File: src/rtl/ssd1306_sink_pkg.sv
// Shared opcodes, addressing-mode and command-FSM enums for the SSD1306 SPI sink.
// The package itself is build-independent; SSD1306_SPI_SINK_PAGE_MODE_EN only affects the top.
package ssd1306_sink_pkg;

  localparam logic [7:0] OP_ADDR_MODE   = 8'h20;
  localparam logic [7:0] OP_COL_ADDR    = 8'h21;
  localparam logic [7:0] OP_PAGE_ADDR   = 8'h22;
  localparam logic [7:0] OP_CONTRAST    = 8'h81;
  localparam logic [7:0] OP_CHARGE_PUMP = 8'h8D;
  localparam logic [7:0] OP_MUX_RATIO   = 8'hA8;
  localparam logic [7:0] OP_DISPLAY_OFF = 8'hAE;
  localparam logic [7:0] OP_DISPLAY_ON  = 8'hAF;
  localparam logic [7:0] OP_DISP_OFFSET = 8'hD3;
  localparam logic [7:0] OP_CLK_DIV     = 8'hD5;
  localparam logic [7:0] OP_PRECHARGE   = 8'hD9;
  localparam logic [7:0] OP_COM_PINS    = 8'hDA;
  localparam logic [7:0] OP_VCOMH       = 8'hDB;

  typedef enum logic [1:0] {
    MODE_HORIZONTAL = 2'd0,
    MODE_VERTICAL   = 2'd1,
    MODE_PAGE       = 2'd2
  } addr_mode_e;

  typedef enum logic [1:0] {
    CMD_OPCODE = 2'd0,
    CMD_ARG1   = 2'd1,
    CMD_ARG2   = 2'd2
  } cmd_state_e;

  function automatic logic [1:0] arg_count(input logic [7:0] op);
    case (op)
      OP_COL_ADDR, OP_PAGE_ADDR: return 2'd2;
      OP_CONTRAST, OP_ADDR_MODE, OP_CHARGE_PUMP, OP_MUX_RATIO, OP_DISP_OFFSET,
      OP_CLK_DIV, OP_PRECHARGE, OP_COM_PINS, OP_VCOMH: return 2'd1;
      default: return 2'd0;
    endcase
  endfunction

endpackage

File: src/rtl/ssd1306_spi_sink_shift.sv
// Pin synchronizers, SCLK rising-edge detect and 8-bit MSB-first deserializer.
// Emits a one-cycle byte_valid with the byte and the DC level sampled on its last edge.
module ssd1306_spi_sink_shift #(
  parameter int SYNC_STAGES = 2
) (
  input  logic       clk_i,
  input  logic       rst_i,
  input  logic       csn_i,
  input  logic       dc_i,
  input  logic       sclk_i,
  input  logic       mosi_i,
  output logic [7:0] byte_o,
  output logic       dc_o,
  output logic       byte_valid_o
);

  // pin order inside each stage: {sclk, mosi, dc, csn}
  logic [SYNC_STAGES-1:0][3:0] sync_q;
  logic [3:0] pins_s;
  logic       sclk_prev_q;
  logic [2:0] cnt_q;
  logic [7:0] shift_q, shift_d;
  logic [7:0] byte_q;
  logic       dc_q, valid_q;
  logic       sclk_rise;

  assign pins_s    = sync_q[SYNC_STAGES-1];
  assign sclk_rise = pins_s[3] && !sclk_prev_q;
  assign shift_d   = {shift_q[6:0], pins_s[2]};

  always_ff @(posedge clk_i or posedge rst_i) begin
    if (rst_i) begin
      sync_q      <= {SYNC_STAGES{4'b0001}};
      sclk_prev_q <= 1'b0;
      cnt_q       <= 3'd0;
      shift_q     <= 8'h00;
      byte_q      <= 8'h00;
      dc_q        <= 1'b0;
      valid_q     <= 1'b0;
    end else begin
      sync_q      <= {sync_q[SYNC_STAGES-2:0], {sclk_i, mosi_i, dc_i, csn_i}};
      sclk_prev_q <= pins_s[3];
      valid_q     <= 1'b0;
      if (pins_s[0]) begin
        cnt_q <= 3'd0;
      end else if (sclk_rise) begin
        shift_q <= shift_d;
        cnt_q   <= cnt_q + 3'd1;
        if (cnt_q == 3'd7) begin
          byte_q  <= shift_d;
          dc_q    <= pins_s[1];
          valid_q <= 1'b1;
        end
      end
    end
  end

  assign byte_o       = byte_q;
  assign dc_o         = dc_q;
  assign byte_valid_o = valid_q;

endmodule

File: src/rtl/ssd1306_spi_sink.sv
// SSD1306 4-wire SPI receive model: command decode plus auto-incrementing framebuffer writes.
// Optional page addressing mode is enabled by defining SSD1306_SPI_SINK_PAGE_MODE_EN.
module ssd1306_spi_sink
  import ssd1306_sink_pkg::*;
#(
  parameter int COLUMNS     = 128,
  parameter int PAGES       = 8,
  parameter int SYNC_STAGES = 2
) (
  input  logic                              clk_in,
  input  logic                              reset_in,
  input  logic                              oled_csn_in,
  input  logic                              oled_dc_in,
  input  logic                              oled_clk_in,
  input  logic                              oled_mosi_in,
  output logic                              fb_we_out,
  output logic [$clog2(COLUMNS*PAGES)-1:0]  fb_addr_out,
  output logic [7:0]                        fb_data_out,
  output logic                              display_on_out,
  output logic [7:0]                        contrast_out,
  output logic                              cmd_stb_out
);

  localparam int CW = $clog2(COLUMNS);
  localparam int PW = $clog2(PAGES);
  localparam int AW = $clog2(COLUMNS*PAGES);

  logic [7:0] rx_byte;
  logic       rx_dc, rx_valid;

  ssd1306_spi_sink_shift #(.SYNC_STAGES(SYNC_STAGES)) u_shift (
    .clk_i       (clk_in),
    .rst_i       (reset_in),
    .csn_i       (oled_csn_in),
    .dc_i        (oled_dc_in),
    .sclk_i      (oled_clk_in),
    .mosi_i      (oled_mosi_in),
    .byte_o      (rx_byte),
    .dc_o        (rx_dc),
    .byte_valid_o(rx_valid)
  );

  cmd_state_e      state_q;
  addr_mode_e      mode_q;
  logic [7:0]      opcode_q;
  logic [CW-1:0]   arg1_q;
  logic [CW-1:0]   col_q, col_start_q, col_end_q, col_d;
  logic [PW-1:0]   page_q, page_start_q, page_end_q, page_d, page_next;
  logic [AW-1:0]   fb_addr_d, fb_addr_q;
  logic [7:0]      fb_data_q, contrast_q;
  logic            fb_we_q, cmd_stb_q, display_on_q;
  logic            mode_ok;

  assign fb_addr_d = AW'(page_q) * AW'(COLUMNS) + AW'(col_q);
  assign page_next = (page_q == page_end_q) ? page_start_q : page_q + PW'(1);

  always_comb begin
    col_d  = col_q + CW'(1);
    page_d = page_q;
    if (mode_q == MODE_PAGE) begin
      col_d = (col_q == CW'(COLUMNS-1)) ? '0 : col_q + CW'(1);
    end else if (col_q == col_end_q) begin
      col_d  = col_start_q;
      page_d = page_next;
    end
  end

  always_comb begin
    mode_ok = (rx_byte[1:0] == 2'd0) || (rx_byte[1:0] == 2'd1);
`ifdef SSD1306_SPI_SINK_PAGE_MODE_EN
    if (rx_byte[1:0] == 2'd2) mode_ok = 1'b1;
`endif
  end

  always_ff @(posedge clk_in or posedge reset_in) begin
    if (reset_in) begin
      state_q      <= CMD_OPCODE;
      mode_q       <= MODE_HORIZONTAL;
      opcode_q     <= 8'h00;
      arg1_q       <= '0;
      col_q        <= '0;
      col_start_q  <= '0;
      col_end_q    <= CW'(COLUMNS-1);
      page_q       <= '0;
      page_start_q <= '0;
      page_end_q   <= PW'(PAGES-1);
      fb_we_q      <= 1'b0;
      fb_addr_q    <= '0;
      fb_data_q    <= 8'h00;
      display_on_q <= 1'b0;
      contrast_q   <= 8'h7F;
      cmd_stb_q    <= 1'b0;
    end else begin
      fb_we_q   <= 1'b0;
      cmd_stb_q <= 1'b0;
      if (rx_valid && rx_dc) begin
        fb_we_q   <= 1'b1;
        fb_addr_q <= fb_addr_d;
        fb_data_q <= rx_byte;
        col_q     <= col_d;
        page_q    <= page_d;
      end else if (rx_valid) begin
        case (state_q)
          CMD_OPCODE: begin
            opcode_q <= rx_byte;
            if (arg_count(rx_byte) != 2'd0) begin
              state_q <= CMD_ARG1;
            end else begin
              cmd_stb_q <= 1'b1;
              if (rx_byte == OP_DISPLAY_ON) display_on_q <= 1'b1;
              else if (rx_byte == OP_DISPLAY_OFF) display_on_q <= 1'b0;
`ifdef SSD1306_SPI_SINK_PAGE_MODE_EN
              else if (rx_byte[7:3] == 5'b10110) page_q <= rx_byte[PW-1:0];
              else if (rx_byte[7:4] == 4'h0) col_q <= {col_q[CW-1:4], rx_byte[3:0]};
              else if (rx_byte[7:4] == 4'h1) col_q <= {rx_byte[CW-5:0], col_q[3:0]};
`endif
            end
          end
          CMD_ARG1: begin
            arg1_q <= rx_byte[CW-1:0];
            if (arg_count(opcode_q) == 2'd2) begin
              state_q <= CMD_ARG2;
            end else begin
              state_q   <= CMD_OPCODE;
              cmd_stb_q <= 1'b1;
              if (opcode_q == OP_CONTRAST) contrast_q <= rx_byte;
              else if (opcode_q == OP_ADDR_MODE && mode_ok) mode_q <= addr_mode_e'(rx_byte[1:0]);
            end
          end
          CMD_ARG2: begin
            state_q   <= CMD_OPCODE;
            cmd_stb_q <= 1'b1;
            if (opcode_q == OP_COL_ADDR) begin
              col_start_q <= arg1_q;
              col_end_q   <= rx_byte[CW-1:0];
              col_q       <= arg1_q;
            end else begin
              page_start_q <= arg1_q[PW-1:0];
              page_end_q   <= rx_byte[PW-1:0];
              page_q       <= arg1_q[PW-1:0];
            end
          end
          default: state_q <= CMD_OPCODE;
        endcase
      end
    end
  end

  assign fb_we_out      = fb_we_q;
  assign fb_addr_out    = fb_addr_q;
  assign fb_data_out    = fb_data_q;
  assign display_on_out = display_on_q;
  assign contrast_out   = contrast_q;
  assign cmd_stb_out    = cmd_stb_q;

endmodule

File: config.mk
export PLATFORM = sky130hd
export DESIGN_NAME = ssd1306_spi_sink
export DESIGN_NICKNAME = d
export VERILOG_FILES = /design/src/rtl/ssd1306_sink_pkg.sv /design/src/rtl/ssd1306_spi_sink_shift.sv /design/src/rtl/ssd1306_spi_sink.sv
export SDC_FILE = /design/constraint.sdc
export NUM_CORES = 1
export LEC_CHECK = 0
export CORE_MARGIN = 4
export CORE_UTILIZATION = 40
export DETAILED_ROUTE_END_ITERATION = 12
export GPL_TIMING_DRIVEN = 0
export PLACE_DENSITY = 0.7
export SYNTH_ARGS = -nofsm -noshare
export SYNTH_HDL_FRONTEND = slang
export SYNTH_SLANG_ARGS = --single-unit
File: constraint.sdc
create_clock -name clk_in -period 3 [get_ports clk_in]
set_input_delay 0.45 -clock clk_in [delete_from_list [all_inputs] [get_ports clk_in]]
set_output_delay 0.45 -clock clk_in [all_outputs]
set_load 0.03 [all_outputs]
==> results summary <==
The run finished with clean final reports. Setup repair after global routing left no endpoint under its margin. In this run the worst hold path is classified as reg -> reg. The clock passes through at most 2 buffers. The sum of net half-perimeters after detailed placement came out at 6.57 mm.

After clock tree synthesis, the clock-pin slew on the worst setup and hold paths is 0.07 ns. Setup total negative slack on the finished layout was measured at 0 ns. After clock tree synthesis, the flow added hold-fix buffers numbering 0.

The clock share of power came out at 41.4%. The signed area change from the synthesized netlist to the final layout came out at 18.3%. The count of final hold-check violations came to 0. The library cells used most frequently in the layout, excluding fill and tap cells, are 88 x sky130_fd_sc_hd__dfrtp_1, 73 x sky130_fd_sc_hd__nand2_1, 47 x sky130_fd_sc_hd__mux2_2.

The last weighted congestion value of the routability-driven placer came out at 0.843. The post-route minimum period came out at 2.39 ns. The post-route clock period utilization is 79.7%. Setup violations remaining at the end of the flow were counted as 0. The post-synthesis xor/xnor area fraction is 3.40%. The effective utilization at floorplan came out at 40.8%. The post-route worst hold slack came out at 0.354 ns. After technology mapping, the gate count stands at 383. Of the total power, the share spent switching nets is 22.2%. The part of the total power dissipated in combinational logic came out at 3.1%. The clock tree root driver cell is sky130_fd_sc_hd__clkbuf_16. Yosys attributes the largest share of cell area to sky130_fd_sc_hd__dfrtp_1 48%, sky130_fd_sc_hd__mux2_2 11%, sky130_fd_sc_hd__dfstp_2 11%. The area fraction in compound gates after synthesis is 6.00%. The fraction of layout cells with a size suffix above 1 came out at 23.9%. The final layout contains 440 nets. The quantity of I/O buffers inserted on ports came out at 34. The worst ir drop on vdd is 0.000425 V.

The origin of the critical flop-to-flop path is col_q[5]. The fraction of registers with async set/reset is 100%. In the synthesized netlist the dominant register cell turns out to be sky130_fd_sc_hd__dfrtp_1. The sequential share of power is 55.4%.

The number of nets in the synthesized netlist came out at 393. At the pin with the least slew margin, the transition time is 0.831 ns. After synthesis, flip-flops and latches occupy 58.3% of the total area. The number of cells upsized or downsized after cts is 0. The worst setup path startpoint is col_q[5]. The number of antenna-violating nets in the routed design is 0. The worst clock skew is 0.00879 ns.

The number of antenna violations at the first check in global routing is 0. The clock insertion delay at the later pin of the skew report is 0.35 ns. The adder and majority cell fraction of the synthesized area came out at 1.08%. By area, the combinational part of the netlist is dominated by multiplexers. The average wire per cell in the routed design is 16.4 microns. In this run the standard cell core region covers 11400 sq um. For this run, the detailed router's first-pass iteration total came to 4. The count of buffers added by post-CTS timing repair for setup came out at 0. The post-synthesis sequential element count came out at 107.

The total number of placement rows came out at 39. The largest fanout on the critical path is 10. The maximum clock rate is 418 MHz. The number of violations reported at the end of detailed-routing iteration 0 is 164. The number of enable flip-flop cells after synthesis came out at 0.

The mux share of post-synthesis cell area came out at 16.2%. Data arrives at the worst endpoint at 2.62 ns. The via-per-instance ratio came out at 5.16.

The worst setup path is captured at a flop. The remaining global-route overflow is 0. The number of remaining DRC errors came out at 0. The overall power came out at 0.00274 W. The finished cells cover 5480 sq um.

The placement-stage cell area is 5200 sq um. The count of pins on the block boundary is 35. The number of global-route vias before repair was 3130. Across every metal layer, demand over resource in global routing totals 15.3%. Entering global routing, the biggest net connects 45 pins. The kind of launch point of the worst setup path is a flop. The net switching power of the design is 0.000607 W. The chip width came out at 116 microns. The worst max-slew margin expressed relative to the limit is 44.4%. Dividing the synthesized area by the synthesized cell count gives 12.1 sq um. The CTS H-tree depth is 3.

The startpoint of the worst hold path is u_shift.sync_q[1]. TritonCTS built the clock tree. The area share of the largest cell type after synthesis came out at 47.5%. The library cell occupying the most area in the post-synthesis netlist is sky130_fd_sc_hd__dfrtp_1.

The most frequent standard cell in the layout excluding fill and tap cells is sky130_fd_sc_hd__dfrtp_1. Measured along the y axis, the die boundary spans 116 microns. The first-pass GRT wire length is 15.9 mm. The critical path required time is 3.23 ns. The power density over cell area came out at 500 nW/um^2. The number of buffers created by CTS is 9. The number of warnings reported in the yosys synthesis log came out at 0. Max-cap violations in this run came to 0.

The post-synthesis cell type count came out at 48. For this block, the routed nets add up to 9.49 mm of wire. Summed over all cells, the static leakage comes to 2.46 nW. The count of pins over their slew limit is 0.

The area of the mapped netlist is 4630 sq um. The total via count after detailed routing is 2984. The TritonCTS sink count came out at 107. The die covers 13400 sq um.

The final antenna diode count came out at 0. Internal power comes to 0.00213 W. The simple logic cell fraction of the synthesized area is 12.5%. The start-to-end type of the worst setup path is reg -> reg.
==> state kept, by name (all words and copies together) (netlist names), 4 cells and up <==
register and flops:
col_q 7, col_start_q 7, u_shift.sync_q 4, col_end_q 7, fb_data_out 8, u_shift.pins_s 4
opcode_q 8, fb_addr_out 10, contrast_out 8, u_shift.shift_q 7, u_shift.byte_o 8, arg1_q 7
==> worst paths after layout <==
path | cells past startpoint | slack (ns) | endpoint
hold reg to reg | 0 | 0.35 | u_shift.pins_s[1]
setup reg to reg | 6 | 0.61 | col_q[5]
hold / removal | 0 | 0.35 | u_shift.pins_s[1]
setup / recovery | 6 | 0.61 | col_q[5]
max in group asynchronous | 3 | 1.81 | col_end_q[3]
min in group asynchronous | 2 | 0.51 | contrast_out[7]
==> cells by family (layout without fill, tap and decap cells) <==
family	after synthesis	in the layout
AND/OR/NAND/NOR	122	122
XOR/XNOR	18	18
AO/OA/AOI/OAI	43	43
adder cells (fa/ha/maj)	4	4
multiplexers	64	64
flip-flops	107	107
buffers and inverters	25	77
==> synthesized netlist by cell type, types with 4 or more instances <==
cell and count:
sky130_fd_sc_hd__clkbuf_1 16, sky130_fd_sc_hd__dfrtp_1 88, sky130_fd_sc_hd__dfstp_2 19, sky130_fd_sc_hd__ha_1 4, sky130_fd_sc_hd__inv_1 6, sky130_fd_sc_hd__mux2_2 47, sky130_fd_sc_hd__mux2_4 10, sky130_fd_sc_hd__mux2i_1 7
sky130_fd_sc_hd__nand2_1 73, sky130_fd_sc_hd__nand2b_1 4, sky130_fd_sc_hd__nand3_1 7, sky130_fd_sc_hd__nand4_1 5, sky130_fd_sc_hd__nor2_1 9, sky130_fd_sc_hd__nor3_1 4, sky130_fd_sc_hd__o21ai_0 18, sky130_fd_sc_hd__xnor2_1 15
==> power by group through the flow <==
stage               clock, W  combinational [W]  sequential [W]
floorplan                  0          0.0000624         0.00154
global placement           0          0.0000791         0.00154
detailed placement         0          0.0000895         0.00154
CTS                  0.00116          0.0000897         0.00152
global route         0.00122           0.000100         0.00152
finish               0.00113          0.0000862         0.00152
==> metrics by stage <==
step | util (%) | std cells | setup slack, ns
floorplan | - | 383 | 0.845
global placement | 45.4 | 560 | 0.272
detailed placement | 45.7 | 562 | 0.631
CTS | 48.2 | 578 | 0.597
global route | 48.2 | 578 | 0.480
finish | 48.2 | 578 | 0.608
==> layer usage <==
layer,vias up,GRT usage [%],wire [microns]
met5,-,0,0
met4,0,4.25,125
met3,11,3.86,395
met2,62,24.8,4600
met1,1494,20.6,4370
li1,1417,-,-
==> worst max-delay path, cell delays in order, from the launching register on <==
cell and delay (ns):
sky130_fd_sc_hd__dfrtp_1 0.32, sky130_fd_sc_hd__clkbuf_1 0.28, sky130_fd_sc_hd__xnor2_1 0.17, sky130_fd_sc_hd__nand4_1 0.26
sky130_fd_sc_hd__nor2_1 0.73, sky130_fd_sc_hd__nor3_1 0.15, sky130_fd_sc_hd__o32a_1 0.36
==> layout make-up <==
class	instances	area, sq um
buffer	19	96.3
clock buffer	11	243
clock inverter	5	42.5
fill	1047	5890
inverter	6	26.3
multi-input combinational	251	1810
sequential	107	2700
tap	143	179
timing repair buffer	36	380
Power figures use the tool's default switching activity.
